<file path="src/rtl/ifu_idu_queue.sv">
// Instruction queue between the IFU and the IDU.
// Buffers fetched {pc, instr} pairs in a small circular FIFO so that an IDU
// stall does not drop an in-flight fetch. A flush (taken branch) discards
// every wrong-path entry at the next clock edge.
//
// Handshake semantics (both sides): a transfer happens on a rising edge where
// valid and ready are both high and flush is low. The producer holds its data
// stable while valid & ~ready; once out_valid is high the head entry stays
// stable until it is popped or flushed. in_ready and out_valid are decoded
// from registered occupancy only, so neither has a combinational path from
// out_ready or flush. A pop from a full queue therefore frees the slot for
// the following cycle, not the current one.
module ifu_idu_queue #(
  parameter int DEPTH = 2,
  localparam int CW = $clog2(DEPTH) + 1
) (
  input  logic          clk,
  input  logic          rst,
  input  logic          flush,
  input  logic          in_valid,
  input  logic [31:0]   in_pc,
  input  logic [31:0]   in_instr,
  output logic          in_ready,
  output logic          stall,
  output logic          out_valid,
  output logic [31:0]   out_pc,
  output logic [31:0]   out_instr,
  input  logic          out_ready,
  output logic [CW-1:0] count
);

  localparam int AW = $clog2(DEPTH);
  localparam logic [CW-1:0] FULL_COUNT = CW'(DEPTH);
  localparam logic [31:0]   NOP_INSTR  = 32'h0000_0013;

  // Entry layout: {pc, instr}
  logic [63:0]   mem [DEPTH];
  logic [AW-1:0] wr_ptr;
  logic [AW-1:0] rd_ptr;
  logic          push;
  logic          pop;
  logic [63:0]   head;

  // Status decoded purely from the occupancy register.
  assign in_ready  = (count != FULL_COUNT);
  assign stall     = ~in_ready;
  assign out_valid = (count != '0);

  // A flush cancels any transfer requested in the same cycle.
  assign push = in_valid  & in_ready  & ~flush;
  assign pop  = out_valid & out_ready & ~flush;

  // Empty queue presents pc 0 and a NOP so the IDU always sees a benign word.
  assign head      = mem[rd_ptr];
  assign out_pc    = out_valid ? head[63:32] : 32'h0;
  assign out_instr = out_valid ? head[31:0]  : NOP_INSTR;

  // Pointer and occupancy update; flush returns the queue to empty.
  always_ff @(posedge clk or posedge rst) begin
    if (rst) begin
      wr_ptr <= '0;
      rd_ptr <= '0;
      count  <= '0;
    end else if (flush) begin
      wr_ptr <= '0;
      rd_ptr <= '0;
      count  <= '0;
    end else begin
      if (push) wr_ptr <= wr_ptr + AW'(1);
      if (pop)  rd_ptr <= rd_ptr + AW'(1);
      case ({push, pop})
        2'b10:   count <= count + CW'(1);
        2'b01:   count <= count - CW'(1);
        default: count <= count;
      endcase
    end
  end

  // Storage write; contents are never cleared, only the pointers are.
  always_ff @(posedge clk) begin
    if (push) mem[wr_ptr] <= {in_pc, in_instr};
  end

endmodule

</file>
<file path="config.mk">
export PLATFORM = sky130hd
export DESIGN_NAME = ifu_idu_queue
export DESIGN_NICKNAME = d
export VERILOG_FILES = /design/src/rtl/ifu_idu_queue.sv
export SDC_FILE = /design/constraint.sdc
export NUM_CORES = 1
export LEC_CHECK = 0
export ABC_AREA = 1
export BUFFER_PORTS_ARGS = -buffer_cell sky130_fd_sc_hd__buf_2
export CORE_AREA = 2 2 110 112
export CTS_BUF_LIST = sky130_fd_sc_hd__clkbuf_16
export DETAILED_ROUTE_END_ITERATION = 6
export DIE_AREA = 0 0 112 114
export PLACE_DENSITY = 0.81
export SYNTH_ARGS = -nofsm -noshare
export SYNTH_HDL_FRONTEND = slang
export SYNTH_SLANG_ARGS = --single-unit
</file>
<file path="constraint.sdc">
create_clock -name clk -period 6.8 [get_ports clk]
set_input_delay 0 -clock clk [delete_from_list [all_inputs] [get_ports clk]]
set_output_delay 0 -clock clk [all_outputs]
set_load 0.02 [all_outputs]
</file>
==> impl_results.md, run 1 <==
- Crit-path max FO: 66
- Num CTS Buffers: 17
- Maxcap violations: 0
- CTS H-tree lvls: 4
- Max Fclk: around 0.37 GHz
- Worst Path Required: ~7 ns
- WS Path Type: reg2out
- Critical Path, Cell by Cell: buf_4, inv_2, nand2_1, a21oi_1, buf_2
- Post-synth cell types: 20
- Commonest cells in the netlist: nand2_1 (138), edfxtp_1 (128), a21oi_1 (61)
- Tmin final: roughly 2.7 ns
- Largest net degree at the start of global routing: 67
- Critical Path Start Type: flop
- Placed inst area: 5870 um2
- Post-DP HPWL: 6.18 mm
- Synth warn: 0
- Die area: about 13,000 um2
- Area contributors post-synth: edfxtp_1 (76%), nand2_1 (10%), a21oi_1 (6.0%)
- Final Instance Area: around 7000 um2
- Total gr overflow: 0
- Placed instance count: about 650
- Clock network power share: a little under a third
- Worst Path Buf+Inv: 3
- I/O Buffers: roughly 140
- Core ar.: 11,700 um2
- Post-synth top area cell: edfxtp_1
- Setup_tns: 0 ns
- Vias per cell: between 4 and 5
- CP peak stage delay: roughly 0.9 ns
- Delay-heaviest family, CP: buffers and inverters
- Yosys top cell area share: 75.9%
- Worst slew pin tran: 1.13 ns
- LEAKAGE: 2.91 nW
- Post-synth EDFFs: about 130
- CTS tree: done
- Synth Flop Type: edfxtp_1
- Sequential power share: between 30% and 40%
- Post-synthesis register bit count: around 130
- Synth Instances: 383
- 1st-iter DRT viols: roughly 160
- Row count: 40
- Die Ht: 114 um
- Hold/Removal Path Class: in2async
- First-pass GRT wire length: 17.7 mm
- Cell Int Power: about 0.0018 W
- Crit path max-delay cell type: inv_2
- WL per Instance: between 15 and 20 um
- Clk_lat worst skew: 0.40 ns
- Psw: between 0.0009 and 0.001 W
- Vias in the first global route: 3,762
- Layout area overhead: 40.5%
- Fin Clk Skew: around 0.0054 ns
- Drt pass-1 iters: 4
- Initial antenna violation count: 0
- Die W: around 110 um
- Worst vdd ir: approximately 0.00026 V
- Comb power frac: about a third
- I/O pin count: between 100 and 150
- RSZ-0062 raised after global routing: false
- Register area: just under 4000 um2
- Post-route setup slack: between 4 and 5 ns
- Root buf cell: clkbuf_16
- Sequential-to-total area share from yosys stat: between 70 and 80%
- Ant diodes: 0
- Final worst-path cycle share: ~39%
- Fin nets: 659
- Gpl congestion: ~0.73
- Reg clk slew, reported paths: ~0.05 ns
- Clock sinks: around 130
- Post-DRT Antenna Nets: 0
- GRT Resource Usage Total: a little under a fifth
- Post-CTS Resized: 0
- Slew margin rel.: 24.4%
- CP Data Arrival Time: between 2 and 3 ns
- Vias after detailed routing: between 3,000 and 4,000
- Switching part of the total: between 30% and 40%
- Cell with the most instances after synthesis: nand2_1
- Pre-CTS setup slack: 4.45 ns
- DR DRC count: 0
- Share of flip-flops with an asynchronous set or reset: roughly 3.0%
- Fillers: around 880
- Final hold violation count: 0
- # setup viols final: 0
- Synthesized cell area: ~5100 um2
- Avg Synthesized Cell Area: 13.2 um2
- Status: completed
- Crit end category: output port
- Non-Filler Instances: ~750
- Fraction of layout cells with a size suffix above 1: between 30% and 40%
- CTS Buffer Depth: 2
- Routed WL: 11.3 mm
- Slew Viols, Final: 0
- Power Density: 393 nW/um2
- Post-Syn Nets: about 450
- Starting density of the core: 43.3%
- Multi-input gate area: between 900 and 1000 um2
==> stage by stage <==
step | utilization [%] | hold slack (ns) | total power, W
after floorplan | - | -0.234 | 0.00162
after global placement | 50.2 | -0.105 | 0.00190
after detailed placement | 50.2 | -0.100 | 0.00192
after CTS | 60.8 | 0.0149 | 0.00283
after global routing | 60.8 | 0.0497 | 0.00294
final | 60.8 | 0.0290 | 0.00280
==> routing by layer <==
layer / part of all wire (%) / track usage (%) / up-vias
met5: 0 / 0 / -
met3: 5.4 / 5.53 / 22
met4: 1.9 / 7.07 / 0
met1: 41 / 20.4 / 1723
li1: - / - / 1751
met2: 52 / 32.1 / 132
==> cells in the final DEF, fill, tap and decap left out <==
| cell type | count |
|---|---|
| nand2_2 | 4 |
| nand3_2 | 1 |
| nand3_4 | 1 |
| dfrtp_1 | 3 |
| nand2_1 | 138 |
| bufinv_16 | 3 |
| nand2_4 | 1 |
| inv_1 | 9 |
| clkinv_2 | 3 |
| edfxtp_1 | 128 |
| buf_4 | 4 |
| nor2_4 | 2 |
| dlygate4sd3_1 | 67 |
| nor3_1 | 2 |
| clkinvlp_4 | 3 |
| inv_2 | 3 |
| nor2_1 | 3 |
| o21ai_0 | 1 |
| a21oi_2 | 1 |
| clkinv_1 | 3 |
| bufinv_8 | 1 |
| a21oi_1 | 61 |
| nand3_1 | 3 |
| dfrtp_2 | 1 |
| buf_2 | 137 |
| clkbuf_16 | 17 |
| o21ai_1 | 1 |
| nor3_2 | 1 |
==> registers in the layout, summed over array words and instances (netlist names) <==
signal	cells
count	2
wr_ptr	1
mem	128
rd_ptr	1
==> what timing repair did <==
item / CTS / global route
setup buffers: 0 / 0
hold buffers: 67 / 0
hold endpoints to repair: 136 / 0
==> cell families (layout without fill, tap and decap cells) <==
family | Yosys count | count (layout) | share of synthesized area (%)
flops | 132 | 132 | 77.8
compound gates | 64 | 64 | 6.40
simple gates | 156 | 156 | 12.7
buf+inv | 31 | 250 | 3.01
==> power groups by stage <==
stage / logic [W] / registers (W) / clock network [W]
2_1_floorplan: 0.000588 / 0.00103 / 0
3_3_place_gp: 0.000878 / 0.00102 / 0
3_5_place_dp: 0.000892 / 0.00102 / 0
4_1_cts: 0.000926 / 0.00101 / 0.000894
5_1_grt: 0.00100 / 0.00101 / 0.000929
6_report: 0.000917 / 0.00101 / 0.000874
==> tightest hold or removal path, delay by kind of cell <==
kind	cells	cell delay (ns)
buffers and inverters	3	0.79
==> path summary, 6_finish.rpt <==
path,from,to,slack [ns],depth (start not counted)
setup / recovery,rd_ptr,out_pc[14],4.12,5
hold / removal,rst,count[1],0.03,3
setup reg to reg,count[0],mem[0][14],4.46,7
hold reg to reg,wr_ptr,wr_ptr,0.57,2
max in group asynchronous,rst,rd_ptr,6.60,3
min in group clk,out_ready,rd_ptr,0.06,5
==> layout make-up <==
type                    instances  area share [%]
inverters                      11           0.774
clock buffers                  17            5.98
clock inverters                14            2.06
multi-input cells             220            13.7
well taps                     147            2.58
repair buffers                208            19.5
flip-flops and latches        132            55.4
Note: power is estimated with default switching activity, not from simulation.
==> run 2: changes to the inputs <==
--- a/config.mk
+++ b/config.mk
@@ -11,7 +11,7 @@
 export CTS_BUF_LIST = sky130_fd_sc_hd__clkbuf_16
 export DETAILED_ROUTE_END_ITERATION = 6
 export DIE_AREA = 0 0 112 114
-export PLACE_DENSITY = 0.81
+export PLACE_DENSITY = 0.83
 export SYNTH_ARGS = -nofsm -noshare
 export SYNTH_HDL_FRONTEND = slang
 export SYNTH_SLANG_ARGS = --single-unit
==> constraint.sdc (replaced) <==
create_clock -name clk -period 2.25 [get_ports clk]
set_input_delay 0 -clock clk [delete_from_list [all_inputs] [get_ports clk]]
set_output_delay 0 -clock clk [all_outputs]
set_load 0.02 [all_outputs]
==> impl_results.md, run 2 (synthesis results as in run 1) <==
- Layout area overhead: 40.6%
- Worst Path Required: 2.25 ns (-4.55 ns)
- Die W: 112 um (unchanged)
- CTS tree: done
- CP Data Arrival Time: 1.76 ns (-0.92 ns)
- I/O Buffers: 137 (unchanged)
- Post-DRT Antenna Nets: 0 (unchanged)
- Clock sinks: 132 (unchanged)
- Crit path max-delay cell type: dfrtp_2
- Routed WL: 11.3 mm (+0.17%)
- Hold_buf cts: 67 (unchanged)
- Max Fclk: approximately 0.57 GHz
- Die area: 12,800 um2 (unchanged)
- Die Ht: 114 um (unchanged)
- Post-CTS Resized: 0 (unchanged)
- Vias after detailed routing: 3,627 (-0.028%)
- Total gr overflow: 0 (unchanged)
- CP peak stage delay: 0.43 ns (-0.47 ns)
- Crit end category: output port
- Post-DP HPWL: 6.26 mm (+1.2%)
- Ant diodes: 0 (unchanged)
- Number of flip-flops in the largest register: 128 (unchanged)
- Most frequent cells in the layout: nand2_1 (138), buf_2 (137), edfxtp_1 (128)
- Crit-path max FO: 38 (-42%)
- Most common cell after layout, fill and taps aside: nand2_1
- Largest net degree at the start of global routing: 66 (-1.5%)
- R2R setup slack: 0.56 ns (-3.90 ns)
- Tmin final: between 1.5 and 2 ns
- Initial antenna violation count: 0 (unchanged)
- RSZ-0062 raised after global routing: false
- First-pass GRT wire length: 17.5 mm (-1.1%)
- DR DRC count: 0 (unchanged)
- Post-CTS setup buffers: 0 (unchanged)
- Fin nets: 663 (+0.61%)
- Root buf cell: clkbuf_16
- Fin Clk Skew: 0.00853 ns (+0.00309 ns)
- Worst reg2reg path depth: 7 (unchanged)
- # setup viols final: 0 (unchanged)
- Slew Viols, Final: 0 (unchanged)
- Vias in the first global route: 3,650 (-3.0%)
- GRT Resource Usage Total: 17.9% (-0.079 points)
- Final hold violation count: 0 (unchanged)
- WL per Instance: 15.0 um (-0.23%)
- Top reg by flops: mem
- 1st-iter DRT viols: 217 (+33%)
- Maxcap violations: 0 (unchanged)
- Core ar.: 11,700 um2 (unchanged)
- Final worst-path cycle share: approximately four fifths
- Power Density: 1160 nW/um2 (+190%)
- Num CTS Buffers: 17 (unchanged)
- I/O pin count: 138 (unchanged)
- WS Path Type: reg2out
- Reg clk slew, reported paths: 0.05 ns (about the same)
- Crit path capture: out_pc[22]
- CTS H-tree lvls: 4 (unchanged)
- Slew margin rel.: 70.1% (+46 points)
- Power, Total: 0.00823 W (+190%)
- Clk_lat worst skew: 0.40 ns (about the same)
- Status: completed
- Drt pass-1 iters: 5 (+1)
- Largest registers: mem (128), count (2)
- RR Startpoint: count[0]
- Row count: 40 (unchanged)
- Critical path launch point: rd_ptr
- Worst r2r dst: mem[0][41]
- Critical Path, Cell by Cell: inv_2, buf_4, nand2_1, a21oi_1, buf_2
- Hold/Removal Path Class: in2async
- Final Util: 60.8% (+0.064 points)
- Vias per cell: 4.82 (-0.43%)
- Critical Path Start Type: flop
- Worst vdd ir: 0.000578 V (+120%)
- Gpl congestion: 0.772 (+5.3%)
- Starting density of the core: 43.3% (unchanged)
- Fillers: 907 (+3.3%)
- Fraction of layout cells with a size suffix above 1: 30.7% (+0.35 points)
- CTS Buffer Depth: 2 (unchanged)
- LEAKAGE: 2.93 nW (+0.63%)
- Worst slew pin tran: 0.448 ns (-0.685 ns)
## run 2: cell count changes in the layout (fill, tap and decap cells not counted), sizes merged
cell	change
buf	+4
bufinv	-2
clkinv	+1
inv	+2
clkinvlp	-2
## run 2: power breakdown
part | total (W) | internal [W] | switching (W)
combinational | 0.00282 | 0.000854 | 0.00197
clock | 0.00235 | 0.00146 | 0.000893
sequential | 0.00306 | 0.00297 | 0.0000916
total | 0.00823 | 0.00528 | 0.00295
## run 2: final cells by class
| class | count | area [um2] | share of cell area (%) |
|---|---|---|---|
| tap | 147 | 184 | 2.58 |
| clock inverter | 13 | 81.3 | 1.14 |
| inverter | 11 | 58.8 | 0.825 |
| sequential | 132 | 3950 | 55.4 |
| timing repair buffer | 212 | 1440 | 20.2 |
| multi-input combinational | 220 | 986 | 13.8 |
| clock buffer | 17 | 425 | 5.97 |
## run 2: routing by layer
metal | global-route usage, % | vias up | part of all wire [%]
li1 | - | 1757 | -
met1 | 19.3 | 1724 | 39
met2 | 33.3 | 131 | 54
met3 | 5.37 | 15 | 5.2
met4 | 6.99 | 0 | 1.3
met5 | 0 | - | 0
## run 2: worst min-delay path by stage
stage               end  slack, ns  cells past startpoint
2_1_floorplan    rd_ptr      -0.23                      1
3_3_place_gp     wr_ptr      -0.10                      2
3_5_place_dp     wr_ptr      -0.09                      2
4_1_cts        count[0]       0.02                      3
5_1_grt        count[0]       0.05                      3
6_report       count[0]       0.04                      3
## run 2: per-stage QoR
stage / instances / hold slack [ns] / area [um2] / setup WS [ns] / TNS (ns)
global route: 752 / 0.0491 / 7120 / 0.405 / 0
finish: 752 / 0.0425 / 7120 / 0.489 / 0
detailed placement: 655 / -0.0947 / 5950 / 0.561 / 0
global placement: 655 / -0.103 / 5950 / 0.620 / 0
floorplan: 383 / -0.234 / 5090 / -0.492 / -31.49
CTS: 752 / 0.0195 / 7120 / 0.504 / 0
## run 2: worst max-delay path, delay by kind of cell (launching register included)
family / cells / cell delay, ns
AND/OR/NAND/NOR: 1 / 0.12
flip-flops: 1 / 0.43
buffers and inverters: 3 / 0.60
AO/OA/AOI/OAI: 1 / 0.18
